## src/rtl/tt_pkg.sv

```systemverilog
// Shared types for the truth-table sweep: FSM states, table and popcount widths.
package tt_pkg;
   localparam int NUM_INPUTS_DEF = 7;
   localparam int NUM_VEC_DEF    = 2 ** NUM_INPUTS_DEF;

   typedef enum logic [1:0] {IDLE, SETTLE, DONE} state_t;

   typedef logic [NUM_VEC_DEF-1:0]  tt_t;
   typedef logic [NUM_INPUTS_DEF:0] ones_t;
endpackage

```

## src/rtl/tt_settle_timer.sv

```systemverilog
// Loadable down-counter that marks the last cycle of a vector hold; load wins over count.
// Zero flag is combinational from the count register; no backpressure.
module tt_settle_timer #(
   parameter int W = 4
) (
   input  logic         clk,
   input  logic         rst,
   input  logic         load,
   input  logic [W-1:0] load_val,
   input  logic         en,
   output logic         zero
);
   logic [W-1:0] count;

   always_ff @(posedge clk or posedge rst) begin
      if (rst) begin
         count <= '0;
      end else if (load) begin
         count <= load_val;
      end else if (en && (count != '0)) begin
         count <= count - W'(1);
      end
   end

   assign zero = (count == '0);
endmodule

```

## src/rtl/tt_sweep_capture.sv

```systemverilog
// Sweeps every input vector through an external function and captures its truth table.
// start-to-done is NUM_VEC*(SETTLE_CYCLES+1)+1 cycles; start is ignored unless idle.
module tt_sweep_capture
   import tt_pkg::*;
#(
   parameter int NUM_INPUTS    = NUM_INPUTS_DEF,
   parameter int SETTLE_CYCLES = 0
) (
   input  logic                    clk,
   input  logic                    rst,
   input  logic                    start,
   input  logic [2**NUM_INPUTS-1:0] expected,
   output logic [NUM_INPUTS-1:0]   x,
   input  logic                    f_in,
   output logic                    busy,
   output logic                    done,
   output logic [2**NUM_INPUTS-1:0] tt,
   output logic                    tt_valid,
   output logic [NUM_INPUTS:0]     ones,
   output logic                    match
);
   localparam int NUM_VEC = 2 ** NUM_INPUTS;
   localparam logic [NUM_INPUTS-1:0] IDX_LAST  = '1;
   localparam logic [3:0]            SETTLE_LD = 4'(SETTLE_CYCLES);

   state_t                  state, state_n;
   logic [NUM_INPUTS-1:0]   idx, idx_n, x_n;
   logic [NUM_VEC-1:0]      tt_n, exp_q, exp_n;
   logic [NUM_INPUTS:0]     ones_n;
   logic                    busy_n, done_n, tt_valid_n, match_n;
   logic                    settle_load, settle_zero;

   tt_settle_timer #(.W(4)) u_timer (
      .clk      (clk),
      .rst      (rst),
      .load     (settle_load),
      .load_val (SETTLE_LD),
      .en       (state == SETTLE),
      .zero     (settle_zero)
   );

   always_comb begin
      state_n     = state;
      idx_n       = idx;
      x_n         = x;
      tt_n        = tt;
      ones_n      = ones;
      exp_n       = exp_q;
      busy_n      = busy;
      done_n      = 1'b0;
      tt_valid_n  = tt_valid;
      match_n     = match;
      settle_load = 1'b0;
      case (state)
         IDLE: begin
            if (start) begin
               state_n     = SETTLE;
               idx_n       = '0;
               x_n         = '0;
               tt_n        = '0;
               ones_n      = '0;
               tt_valid_n  = 1'b0;
               match_n     = 1'b0;
               exp_n       = expected;
               busy_n      = 1'b1;
               settle_load = 1'b1;
            end
         end
         SETTLE: begin
            // Sample edge: the last edge of this vector's hold.
            if (settle_zero) begin
               tt_n[idx] = f_in;
               ones_n    = ones + (NUM_INPUTS+1)'(f_in);
               if (idx == IDX_LAST) begin
                  state_n = DONE;
               end else begin
                  idx_n       = idx + NUM_INPUTS'(1);
                  x_n         = idx + NUM_INPUTS'(1);
                  settle_load = 1'b1;
               end
            end
         end
         DONE: begin
            // tt already holds the final sample here, so the compare sees the full table.
            done_n     = 1'b1;
            busy_n     = 1'b0;
            tt_valid_n = 1'b1;
            match_n    = (tt == exp_q);
            x_n        = '0;
            state_n    = IDLE;
         end
         default: state_n = IDLE;
      endcase
   end

   always_ff @(posedge clk or posedge rst) begin
      if (rst) begin
         state    <= IDLE;
         idx      <= '0;
         x        <= '0;
         tt       <= '0;
         ones     <= '0;
         exp_q    <= '0;
         busy     <= 1'b0;
         done     <= 1'b0;
         tt_valid <= 1'b0;
         match    <= 1'b0;
      end else begin
         state    <= state_n;
         idx      <= idx_n;
         x        <= x_n;
         tt       <= tt_n;
         ones     <= ones_n;
         exp_q    <= exp_n;
         busy     <= busy_n;
         done     <= done_n;
         tt_valid <= tt_valid_n;
         match    <= match_n;
      end
   end
endmodule

```

## config.mk

```make
export PLATFORM = sky130hd
export DESIGN_NAME = tt_sweep_capture
export DESIGN_NICKNAME = d
export VERILOG_FILES = /design/src/rtl/tt_pkg.sv /design/src/rtl/tt_settle_timer.sv /design/src/rtl/tt_sweep_capture.sv
export SDC_FILE = /design/constraint.sdc
export NUM_CORES = 1
export LEC_CHECK = 0
export CORE_MARGIN = 5
export CORE_UTILIZATION = 56
export DETAILED_ROUTE_END_ITERATION = 10
export PLACE_DENSITY = 0.92
export SLEW_MARGIN = 20
export SYNTH_ARGS = -nofsm -noshare
export SYNTH_HDL_FRONTEND = slang
export SYNTH_SLANG_ARGS = --single-unit
```

## constraint.sdc

```tcl
create_clock -name clk -period 18.7 [get_ports clk]
set_clock_uncertainty 0.1 [all_clocks]
set_input_delay 4.675 -clock clk [delete_from_list [all_inputs] [get_ports clk]]
set_output_delay 4.675 -clock clk [all_outputs]
set_load 0.02 [all_outputs]
```

==> results of run 1 <==
==> layout make-up <==
type	count	share of cell area (%)
clock buffer	47	5.07
sequential	288	40.8
inverter	68	1.51
clock inverter	8	0.793
multi-input combinational	1187	33.3
tap	324	2.29
timing repair buffer	286	16.2
==> metal layers <==
metal	share of wire [%]	vias to the layer above
met5	0	-
met4	6.3	0
met3	11	187
met2	45	999
met1	37	6330
li1	-	5842
==> final timing paths <==
check / from / to / cells past startpoint
worst max-delay path: start / tt[45] / 8
worst min register to register: tt_valid / tt_valid / 2
max in group asynchronous: rst / tt[121] / 4
min in group asynchronous: rst / exp_q[79] / 2
worst min-delay path: tt_valid / tt_valid / 2
worst max register to register: state[0] / tt[38] / 5
==> flip-flops by register name, indices dropped and copies added (netlist names) <==
name,cells
u_timer.count,4
x,7
match,1
ones,8
tt_valid,1
busy,1
state,2
done,1
exp_q,128
tt,128
idx,7
==> layout by cell type (no fill, tap or decap), types with 16 or more instances in the layout <==
cell type / instances
xor2_1: 25
nor2_1: 23
xnor2_1: 58
o22ai_1: 18
nand2_1: 608
clkdlybuf4s50_1: 278
inv_1: 67
dfrtp_1: 287
nor4_1: 16
clkbuf_16: 31
o21ai_0: 281
nand4_1: 21
==> worst reg2reg max path, cell delays in order, from the launching register on <==
cell and delay, ns:
dfrtp_2 1.04, nand2b_1 0.67, nor2_2 0.41, and2_1 0.45, nand2_1 0.65, o21ai_0 0.41
==> power by group through the flow <==
stage / Sequential, mW / Combinational (mW) / Clock, mW
floorplan: 0.688 / 0.0510 / 0
global placement: 0.681 / 0.129 / 0
detailed placement: 0.683 / 0.132 / 0
CTS: 0.672 / 0.133 / 0.628
global route: 0.675 / 0.145 / 0.661
finish: 0.672 / 0.133 / 0.630
==> stage by stage <==
| stage | hold slack, ns | std cells | util, % | power, mW |
|---|---|---|---|---|
| final | 0.388 | 2208 | 72.9 | 1.44 |
| after global routing | 0.413 | 2208 | 72.9 | 1.48 |
| after CTS | 0.387 | 2207 | 72.7 | 1.43 |
| after detailed placement | 0.371 | 2152 | 68.5 | 0.815 |
| after global placement | 0.365 | 2152 | 68.5 | 0.810 |
| after floorplan | 0.351 | 1647 | - | 0.740 |
==> cell families (layout without fill, tap and decap cells) <==
kind of cell             after synthesis  in the layout  synth area share [%]
AND/OR/NAND/NOR                      728            728                  21.7
AO/OA/AOI/OAI                        370            370                  15.1
flip-flops                           288            288                  52.4
buffers and inverters                172            409                  4.94
XOR/XNOR                              83             83                  5.28
adder cells (fa/ha/maj)                4              4                 0.364
multiplexers                           2              2                 0.164
==> run summary, run 1 <==
Outcome = finished, final reports clean
Ratio of final minimum period to clock period = 37.3%
Syn. warnings = 0
Leakage = 7.76 nW
Met3 Use GR = 7.82%
CTS H-tree lvls = 1
Final net count = 1,997
Initial DRC count = 2,146
Switch Pwr = 0.340 mW
GR peak layer = met2
Worst Setup Slack, final = 11.73 ns
Worst hold path class = flip-flop to flip-flop
Root buf cell = clkbuf_16
Gp weighted congestion = 0.985
Critical-path top delay cell = buf_4
Main synth FF type = dfrtp_1
Most numerous cell in the Yosys netlist = nand2_1
First-pass GRT wire length = 76,200 um
Largest area contributor in the synthesized netlist = dfrtp_1
Seq cells post-synth = 288
Post-synthesis cell area = 0.0138 sq mm
TritonRoute pass-1 iters = 6
Vias in the first global route = 13,200
Hold Fails Final Rpt = 0
CTS clk-pin slew, worst paths = 0.06 ns
DP HPWL = 34,600 um
Post-route cell area = 0.0177 sq mm
Initial Utilization = 56.7%
Top-area cell type share of the netlist area = 52.4%
CP Cell Sequence = clkdlybuf4s50_1, nand2b_1, a21oi_4, buf_4, buf_4, nand2_1, nand2_1, o21ai_0
Post-Route WL = 49,800 um
Ant diodes = 0
Worst vdd ir = 0.0608 mV
CP max FO = 73
Synth Area per Inst = 8.36 sq um
Die Wd = 167 um
Pint = 1.10 mW
CP bufs+invs = 3
Post-CTS Setup Inserts = 0
CTS tree = built
Layout area overhead = 28.5%
Clock share of power = 43.9%
TritonCTS Buffers = 30
Final setup viols = 0
Max cap viols = 0
Share of power burned in registers = 46.8%
Power Dens Cells = 81.2 mW/mm^2
Synthesized instance count = 1,647
Core Region = 0.0242 sq mm
Met2 Use GR = 54.1%
Crit path max-delay family = buffers and inverters
Drt drc = 0
Fin crit period = 6.97 ns
Vias/cell = 6.05
Largest net degree at the start of global routing = 155
Most frequent cells after synthesis = nand2_1 (608), dfrtp_1 (288), o21ai_0 (281)
Layout cells sized above 1 = 3.50%
Filler Cell Count = 1,748
Unrepaired setup endpoints after global routing = no
Area of the multi-input gates = 0.00589 sq mm
Async set-reset flop share out of synthesis = 100%
Fin. max-slew vios = 0
Sw Share = 23.7%
Post-CTS sizing = 0
Clock buffer depth = 3
Post-Syn Nets = 1,783
Skew-Pair Late Insertion Delay = 0.55 ns
Drt wl/cell = 22.5 um
Met1 Use GR = 45.9%
CP max stage delay = 0.73 ns
I/O Buffers = 278
Worst Setup End Kind = flip-flop
Initial antenna violation count = 0
Seq/Total Area, Yosys = 52.4%
Critical Path AT = 7.27 ns
Setup TNS = 0 ns
Post-synthesis cell type count = 53
Gr usage total = 34.8%
Gr ovfl total = 0
Worst slew pin tran = 1.05 ns
Die Ht = 167 um
Comb power frac = 9.3%
Sink Count = 288
Vias = 13,400
Reg area = 0.00721 sq mm
Die area = 0.0278 sq mm
IO Pins = 279
Setup Crit Path Kind = input port to flip-flop
Required @ worst endpoint = 18.99 ns
Dpl ws = 10.85 ns
Rows = 57
FMAX = 143 MHz
Nature of the critical path startpoint = input port
Ranking of synthesized cells by area = dfrtp_1 (52%), nand2_1 (17%), o21ai_0 (10%)
Rel. slew slack = 28.4%
Post-route ant nets = 0
Placed cell area = 0.0166 sq mm
# hold bufs at CTS = 0
Reg-to-reg slack, setup = 14.86 ns
Post-synth EDFFs = 0
Power figures use the tool's default switching activity.
==> run 2: changes to the inputs <==
--- a/config.mk
+++ b/config.mk
@@ -6,9 +6,9 @@
 export NUM_CORES = 1
 export LEC_CHECK = 0
 export CORE_MARGIN = 5
-export CORE_UTILIZATION = 56
+export CORE_UTILIZATION = 52
 export DETAILED_ROUTE_END_ITERATION = 10
-export PLACE_DENSITY = 0.92
+export PLACE_DENSITY = 0.87
 export SLEW_MARGIN = 20
 export SYNTH_ARGS = -nofsm -noshare
 export SYNTH_HDL_FRONTEND = slang
==> constraint.sdc (replaced) <==
create_clock -name clk -period 6.55 [get_ports clk]
set_clock_uncertainty 0.1 [all_clocks]
set_input_delay 1.6375 -clock clk [delete_from_list [all_inputs] [get_ports clk]]
set_output_delay 1.6375 -clock clk [all_outputs]
set_load 0.02 [all_outputs]
==> run 2 against run 1 <==
Effect of this change: core utilization decreased by 5.1 points; cell count increased by 0.59%; die area increased by 7.2%; register-to-register slack got worse by 12 ns; critical path type is now flip-flop to flip-flop.
==> run summary, run 2 (same netlist as run 1, synthesis figures left out) <==
Outcome = finished, final reports clean
Largest net degree at the start of global routing = 148 (-4.5%)
Vias in the first global route = 12,800 (-3.5%)
Skew-Pair Late Insertion Delay = 0.55 ns (about the same)
TritonCTS Buffers = 30 (unchanged)
FMAX = 256 MHz
TritonRoute pass-1 iters = 6 (unchanged)
WL met2 = 22,100 um (-1.3%)
Gp weighted congestion = 0.989 (+0.43%)
Top Metal Used = met4
Fin Hold WS = 0.389 ns (+0.00130 ns)
First-pass GRT wire length = 75,200 um (-1.3%)
Die Wd = 173 um (+3.6%)
Rel. slew slack = 26.3% (-2.1 points)
Initial antenna violation count = 0 (unchanged)
Core Region = 0.0261 sq mm (+7.5%)
Worst Hold Depth = 1 (-1)
Sink Count = 288 (unchanged)
Drt drc = 0 (unchanged)
Worst vdd ir = 0.177 mV (+190%)
DP HPWL = 34,700 um (+0.24%)
Hold Crit Endpoint = x[3]
Leakage = 7.73 nW (-0.41%)
CP max FO = 132 (+81%)
Worst Setup End Kind = flip-flop
Post-Route WL = 49,200 um (-1.1%)
Post-CTS Setup Inserts = 0 (unchanged)
R2r startpoint = state[0]
Post-route cell area = 0.0177 sq mm (about the same)
Critical Path AT = 4.25 ns (-3.02 ns)
Hold Crit Start = x[3]
Setup TNS = 0 ns (unchanged)
CTS tree = built
# hold bufs at CTS = 0 (unchanged)
Worst slew pin tran = 1.10 ns (+0.0584 ns)
Post-route ant nets = 0 (unchanged)
Required @ worst endpoint = 6.89 ns (-12.10 ns)
Hold Fails Final Rpt = 0 (unchanged)
Post-CTS sizing = 0 (unchanged)
Initial DRC count = 1,734 (-19%)
Biggest regs = exp_q (128), tt (128), ones (8)
Gr usage total = 31.7% (-3.1 points)
Power Dens Cells = 227 mW/mm^2 (+180%)
Layout area overhead = 28.4% (about the same)
Ratio of final minimum period to clock period = 59.7%
Die Ht = 173 um (+3.6%)
Setup Crit Path Kind = flip-flop to flip-flop
M1 WL = 18,800 um (+1.4%)
Critical R2R Capture = tt[91]
Max cap viols = 0 (unchanged)
Unrepaired setup endpoints after global routing = no
Final setup viols = 0 (unchanged)
Root buf cell = clkbuf_16
Fin crit period = 3.91 ns
Fin. max-slew vios = 0 (unchanged)
Placed cell area = 0.0166 sq mm (+0.26%)
Nature of the critical path startpoint = flip-flop
Most common cell after layout, fill and taps aside = nand2_1
Most frequent cells in the layout = nand2_1 (608), dfrtp_1 (287), o21ai_0 (281), clkdlybuf4s50_1 (278), inv_1 (67)
CTS clk-pin slew, worst paths = 0.06 ns (about the same)
Layout cells sized above 1 = 3.76% (+0.26 points)
Drt wl/cell = 22.2 um (-1.7%)
Die area = 0.0298 sq mm (+7.2%)
Ant diodes = 0 (unchanged)
Worst r2r path cells = 6 (+1)
I/O Buffers = 278 (unchanged)
Final net count = 1,998 (+0.050%)
Gr ovfl total = 0 (unchanged)
Filler Cell Count = 2,033 (+16%)
IO Pins = 279 (unchanged)
CTS H-tree lvls = 1 (unchanged)
Vias/cell = 5.85 (-3.3%)
Vias = 13,000 (-2.8%)
Rows = 59 (+3.5%)
Routed wire length on met3 = 5160 um (-9.7%)
Worst hold path class = flip-flop to flip-flop
Reg-to-reg slack, setup = 2.64 ns (-12.22 ns)
Clock buffer depth = 3 (unchanged)
Initial Utilization = 52.8% (-3.9 points)
## run 2: changes by cell type in the layout (fill, tap and decap cells not counted)
| cell | change |
|---|---|
| buf_12 | +2 |
| buf_6 | -1 |
| bufinv_16 | -2 |
| clkbuf_1 | -3 |
| clkbuf_8 | -3 |
| clkinv_2 | +2 |
| clkinv_4 | +1 |
| clkinv_8 | -1 |
| clkinvlp_4 | +6 |
| inv_6 | +1 |
## run 2: how the worst max path moves through the flow
stage	from	to	slack, ns	cells after the start
4_1_cts	start	tt[91]	2.75	8
5_1_grt	state[0]	tt[91]	2.48	6
3_5_place_dp	start	tt[61]	2.24	8
6_report	state[0]	tt[91]	2.64	6
2_1_floorplan	rst	busy	0.99	1
3_3_place_gp	start	tt[120]	2.34	8
## run 2: critical path, cell delays in order, from the launching register on
cell and delay, ns:
dfrtp_2 0.36, buf_4 0.79, nand2b_1 0.67, nor2_2 0.37
and2_1 0.47, nand2_1 0.61, o21ai_0 0.41
## run 2: area by class of cell
| cell class | count | area [sq um] | area share [%] |
|---|---|---|---|
| well taps | 335 | 419 | 2.37 |
| flip-flops and latches | 288 | 7210 | 40.8 |
| inverters | 68 | 259 | 1.47 |
| clock buffers | 41 | 843 | 4.77 |
| multi-input cells | 1187 | 5890 | 33.4 |
| clock inverters | 15 | 145 | 0.822 |
| repair buffers | 287 | 2900 | 16.4 |
## run 2: per-layer routing
layer,track usage [%],up-vias
li1,-,5838
met1,41.3,6180
met2,49.3,787
met3,7.90,183
met4,16.4,0
met5,0,-
## run 2: stage by stage
stage | total power, mW | cells | utilization (%) | setup slack, ns
detailed placement | 2.33 | 2164 | 63.9 | 2.24
CTS | 4.02 | 2220 | 67.7 | 2.75
global route | 4.14 | 2221 | 67.8 | 2.48
floorplan | 2.11 | 1647 | - | 0.993
finish | 4.01 | 2221 | 67.8 | 2.64
global placement | 2.32 | 2164 | 63.9 | 2.34
## run 2: where the power goes
part / internal, mW / leakage, nW / switching, mW / total, mW
Combinational: 0.188 / 3.55 / 0.193 / 0.381
Sequential: 1.85 / 3.70 / 0.0683 / 1.92
Clock: 0.983 / 0.473 / 0.727 / 1.71
Total: 3.02 / 7.73 / 0.989 / 4.01
